**src/rtl/onn_phase_sequencer.sv**
```systemverilog
// onn_phase_sequencer: run controller issuing reset, drop and periodic check pulses to the ONN phase registers.
// Define ONN_CHG_MASK_EN to add the last_change_mask and ever_changed outputs.
module onn_phase_sequencer #(
  parameter int N_OSC = 9,
  parameter int CHECK_PERIOD = 16,
  parameter int STABLE_CHECKS = 3,
  parameter int MAX_ITER = 255
) (
  input  logic                          clk,
  input  logic                          re,
  input  logic                          start,
  input  logic                          abort,
  input  logic [N_OSC-1:0]              state_changed,
  output logic                          re_out,
  output logic                          drop_out,
  output logic                          check_out,
  output logic                          busy,
  output logic                          done,
  output logic                          converged,
  output logic                          timeout,
  output logic [7:0]                    iter_count,
  output logic [$clog2(N_OSC+1)-1:0]    change_count
`ifdef ONN_CHG_MASK_EN
  ,
  output logic [N_OSC-1:0]              last_change_mask,
  output logic [N_OSC-1:0]              ever_changed
`endif
);
  localparam int CW = $clog2(N_OSC + 1);
  localparam int SW = CHECK_PERIOD > 1 ? $clog2(CHECK_PERIOD) : 1;
  localparam int TW = $clog2(STABLE_CHECKS + 1);
  typedef enum logic [2:0] {IDLE, RST, DROP, SETTLE, CHECK, SAMPLE, DONE} state_t;
  state_t state, nxt;
  logic [SW-1:0] settle, settle_d;
  logic [TW-1:0] stable, stable_d, stable_nxt;
  logic [CW-1:0] pop, chg_d;
  logic [7:0] iter_d, iter_nxt;
  logic re_d, drop_d, check_d, busy_d, done_d, conv_d, tmo_d;
  logic launch, hit_conv, hit_max;
  always_comb begin
    pop = '0;
    for (int i = 0; i < N_OSC; i++) pop = pop + CW'(state_changed[i]);
    stable_nxt = (pop == '0) ? stable + 1'b1 : '0;
    iter_nxt = iter_count + 8'd1;
    hit_conv = (pop == '0) && (stable_nxt == TW'(STABLE_CHECKS));
    hit_max = iter_nxt == 8'(MAX_ITER);
    launch = (state == IDLE || state == DONE) && start;
  end
  always_comb begin
    nxt = state;
    if (abort) nxt = IDLE;
    else
      case (state)
        IDLE, DONE: nxt = start ? RST : state;
        RST:        nxt = DROP;
        DROP:       nxt = SETTLE;
        SETTLE:     nxt = (settle == '0) ? CHECK : SETTLE;
        CHECK:      nxt = SAMPLE;
        SAMPLE:     nxt = (hit_conv || hit_max) ? DONE : SETTLE;
        default:    nxt = IDLE;
      endcase
  end
  // Outputs are computed from the next state so each one lands in a flop.
  always_comb begin
    re_d = nxt == RST;
    drop_d = nxt == DROP;
    check_d = nxt == CHECK;
    busy_d = !(nxt == IDLE || nxt == DONE);
    done_d = nxt == DONE;
    settle_d = settle;
    stable_d = stable;
    iter_d = iter_count;
    chg_d = change_count;
    conv_d = converged;
    tmo_d = timeout;
    if (abort) begin
      conv_d = 1'b0;
      tmo_d = 1'b0;
    end else if (launch) begin
      stable_d = '0;
      iter_d = '0;
      chg_d = '0;
      conv_d = 1'b0;
      tmo_d = 1'b0;
    end else if (state == DROP) begin
      settle_d = SW'(CHECK_PERIOD - 1);
    end else if (state == SETTLE) begin
      settle_d = settle - SW'(settle != '0);
    end else if (state == SAMPLE) begin
      settle_d = SW'(CHECK_PERIOD - 1);
      stable_d = stable_nxt;
      iter_d = iter_nxt;
      chg_d = pop;
      conv_d = hit_conv;
      tmo_d = !hit_conv && hit_max;
    end
  end
  always_ff @(posedge clk or posedge re)
    if (re) begin
      state <= IDLE;
      settle <= '0;
      stable <= '0;
      re_out <= 1'b0;
      drop_out <= 1'b0;
      check_out <= 1'b0;
      busy <= 1'b0;
      done <= 1'b0;
      converged <= 1'b0;
      timeout <= 1'b0;
      iter_count <= '0;
      change_count <= '0;
    end else begin
      state <= nxt;
      settle <= settle_d;
      stable <= stable_d;
      re_out <= re_d;
      drop_out <= drop_d;
      check_out <= check_d;
      busy <= busy_d;
      done <= done_d;
      converged <= conv_d;
      timeout <= tmo_d;
      iter_count <= iter_d;
      change_count <= chg_d;
    end
`ifdef ONN_CHG_MASK_EN
  always_ff @(posedge clk or posedge re)
    if (re) begin
      last_change_mask <= '0;
      ever_changed <= '0;
    end else if (!abort) begin
      if (state == SAMPLE) begin
        last_change_mask <= state_changed;
        ever_changed <= ever_changed | state_changed;
      end else if (launch) ever_changed <= '0;
    end
`endif
endmodule

```
**config.mk**
```make
export PLATFORM = sky130hd
export DESIGN_NAME = onn_phase_sequencer
export DESIGN_NICKNAME = d
export VERILOG_FILES = /design/src/rtl/onn_phase_sequencer.sv
export SDC_FILE = /design/constraint.sdc
export NUM_CORES = 1
export LEC_CHECK = 0
export BUFFER_PORTS_ARGS = -buffer_cell sky130_fd_sc_hd__buf_2
export CORE_UTILIZATION = 50
export DETAILED_ROUTE_END_ITERATION = 8
export PLACE_DENSITY = 0.77
export REMOVE_ABC_BUFFERS = 1
export SETUP_SLACK_MARGIN = 0.02
export SKIP_LAST_GASP = 1
export SLEW_MARGIN = 10
export SYNTH_ARGS = -nofsm -noshare
export SYNTH_HDL_FRONTEND = slang
export SYNTH_SLANG_ARGS = --single-unit
export TNS_END_PERCENT = 50
```
**constraint.sdc**
```tcl
create_clock -name clk -period 2.2 [get_ports clk]
set_input_delay 0.44 -clock clk [delete_from_list [all_inputs] [get_ports clk]]
set_output_delay 0.44 -clock clk [all_outputs]
set_load 0.01 [all_outputs]
```
==> metrics.txt <==
vias post-DR 1,584; sequential fraction of the synthesis area between 30 and 40%; final core occ between 60 and 70%; grt ovf 0; vias in the first global route between 1,500 and 2,000; Final WS setup -1230 ps; gpl congestion 0.856; Post-layout nets between 200 and 300; Power Density 548 nW/µm²; max-slew violation count 0; EDFF count, synth 0; first-pass GRT wire length around 7 mm; Critical path origin state_changed[0]; status complete, but fails checks; Worst EP arrival 3650 ps; area grow syn2layout 20.1%; final WL between 3 and 4 mm; Main synth FF type dfrtp_1; Worst Path Max Fanout 3; H-tree levels 1; clock net sink count 28; largest net degree at the start of global routing 29; Initial DRC Count approximately 120; LEAKAGE 1.02 nW; Syn Inst Count between 150 and 200; DR WL/cell roughly 14 µm; Starting Density a little over half; CTS Buf Count 3; hold_ws 145 ps; Global Route Usage Sum between 20% and 30%; drt drc 0; crit start category primary input; initial antenna violation count 0; peak supply drop around 0.00035 V; Synth async-reset ratio 100%; Hold Crit Class primary input to async pin; CTS tree done; mapped cell area 1810 µm²; Synth cell types between 50 and 60; commonest non-fill, non-tap cell in the layout buf_2; RSZ-0062 raised after global routing yes; Synth Register Bits 28; height of the chip 62.2 µm; n_diodes 0; Core Footprint 3390 µm²; Die ar. 3860 µm²; Metal-1 WL between 1.5 and 2 mm; Top Metal Used met4; row count 21; Worst Tran Pin Value approximately 540 ps; synthesized area per cell roughly 9.1 µm²; critical path endpoint category register; R2R Path Start settle[3]; final hold vios 0; share of cells above drive strength 1 between 20% and 30%; Max Clock Freq slightly below 0.3 GHz; met3 WL about 130 µm; Max-Cap Viols 0; clk_lat worst skew approximately 320 ps; I/O pins 32; die outline width 62.2 µm; clk buf depth 2; clock root cell clkbuf_4; final std cells w/o fill ~280; period utilisation layout 156%; final setup vio count 13; Buffers on Ports 31; most frequent cells in the layout buf_2 (30), dfrtp_1 (28), nand2_1 (22); critical path type primary input to register; min Tclk post-route around 3400 ps; first-pass detailed-route iteration total 4; routed length on met2 just under 2 mm; Max-slew headroom between 60% and 70%; Max Clock Skew roughly 3.2 ps; total power draw 1.19 mW; routed vias/inst between 5 and 6; dpl cells approximately 280; clk slew on worst S/H paths about 150 ps; Req. time, crit path between 2000 and 2500 ps; HPWL Detailed 2.75 mm; Post-DRT Antenna Nets 0; Yosys warning total 0; failing checks setup timing
## cell type report
type                    count  area, µm²
fillers                   263       1220
multi-input cells         140       1040
flip-flops and latches     28        701
repair buffers             44        259
inverters                  21       78.8
well taps                  46       57.6
clock buffers               4       36.3
## sequential cells by signal (all words and copies together), names as in the netlist, 2 cells and up
signal	cells
change_count	4
iter_count	8
settle	4
stable	2
state	3
## worst paths after layout
check	endpoint	slack, ps	depth (start not counted)
setup / recovery	re_out	-1230	12
hold / removal	change_count[3]	140	3
setup reg to reg	settle[2]	190	8
hold reg to reg	change_count[1]	510	2
max in group asynchronous	done	1800	3
min in group clk	state[2]	440	3
## Yosys cell counts (2+ instances only)
master	count	area, µm²
a211o_1	2	17.5
a211oi_1	2	15.0
a21o_1	2	15.0
a21oi_1	13	65.1
a31oi_1	3	18.8
and2_1	2	12.5
and3_1	2	12.5
buf_2	6	30.0
buf_6	2	22.5
dfrtp_1	28	701
fa_1	5	100
ha_1	6	75.1
inv_1	21	78.8
nand2_1	23	86.3
nand2b_1	2	12.5
nand3_1	4	20.0
nand3b_1	3	22.5
nand4_1	3	18.8
nor2_1	9	33.8
nor2b_1	4	25.0
nor4_1	3	18.8
o21ai_0	5	25.0
o21ai_1	13	65.1
o31ai_1	7	52.6
## stage by stage
| step | setup TNS (ps) | setup WS (ps) | area [µm²] |
|---|---|---|---|
| floorplan | -14870 | -1520 | 1750 |
| global placement | -17280 | -1640 | 2040 |
| detailed placement | -18080 | -1720 | 2040 |
| CTS | -12080 | -1200 | 2170 |
| global route | -13120 | -1280 | 2170 |
| finish | -12250 | -1230 | 2170 |
## power breakdown
part           leakage [nW]  total, mW  switching (mW)  internal [mW]
clock network        0.0210      0.253           0.152          0.101
logic                 0.625      0.359           0.190          0.169
registers             0.371      0.580          0.0349          0.545
## what timing repair did
action,4_1_cts,5_1_grt
resized for setup,14,0
endpoints found under the setup margin,13,13
setup buffers,1,1
pin swaps,6,4
hold buffers,0,0
## critical path, stage by stage
cell      delay [ps]
buf_6             70
inv_2             30
fa_1             540
fa_1             420
fa_1             460
fa_2             370
fa_2             600
nand2_2           80
nor4b_4          240
a21o_1           180
o21bai_4         130
a21oi_1           90
## per-layer routing
layer / vias up / GRT usage, %
li1: 772 / -
met1: 768 / 31.4
met2: 40 / 36.4
met3: 4 / 2.39
met4: 0 / 6.98
met5: - / 0
## kinds of logic (layout without fill, tap and decap cells)
logic type | count (synthesis) | after routing | share of synthesized area, %
AND/OR/NAND/NOR | 65 | 65 | 19.8
AO/OA/AOI/OAI | 61 | 61 | 22.6
buffers and inverters | 31 | 69 | 7.68
flip-flops | 28 | 28 | 38.7
adder cells (fa/ha/maj) | 11 | 11 | 9.68
XOR/XNOR | 2 | 2 | 0.968
multiplexers | 1 | 1 | 0.553
(Power assumes the default switching activity.)
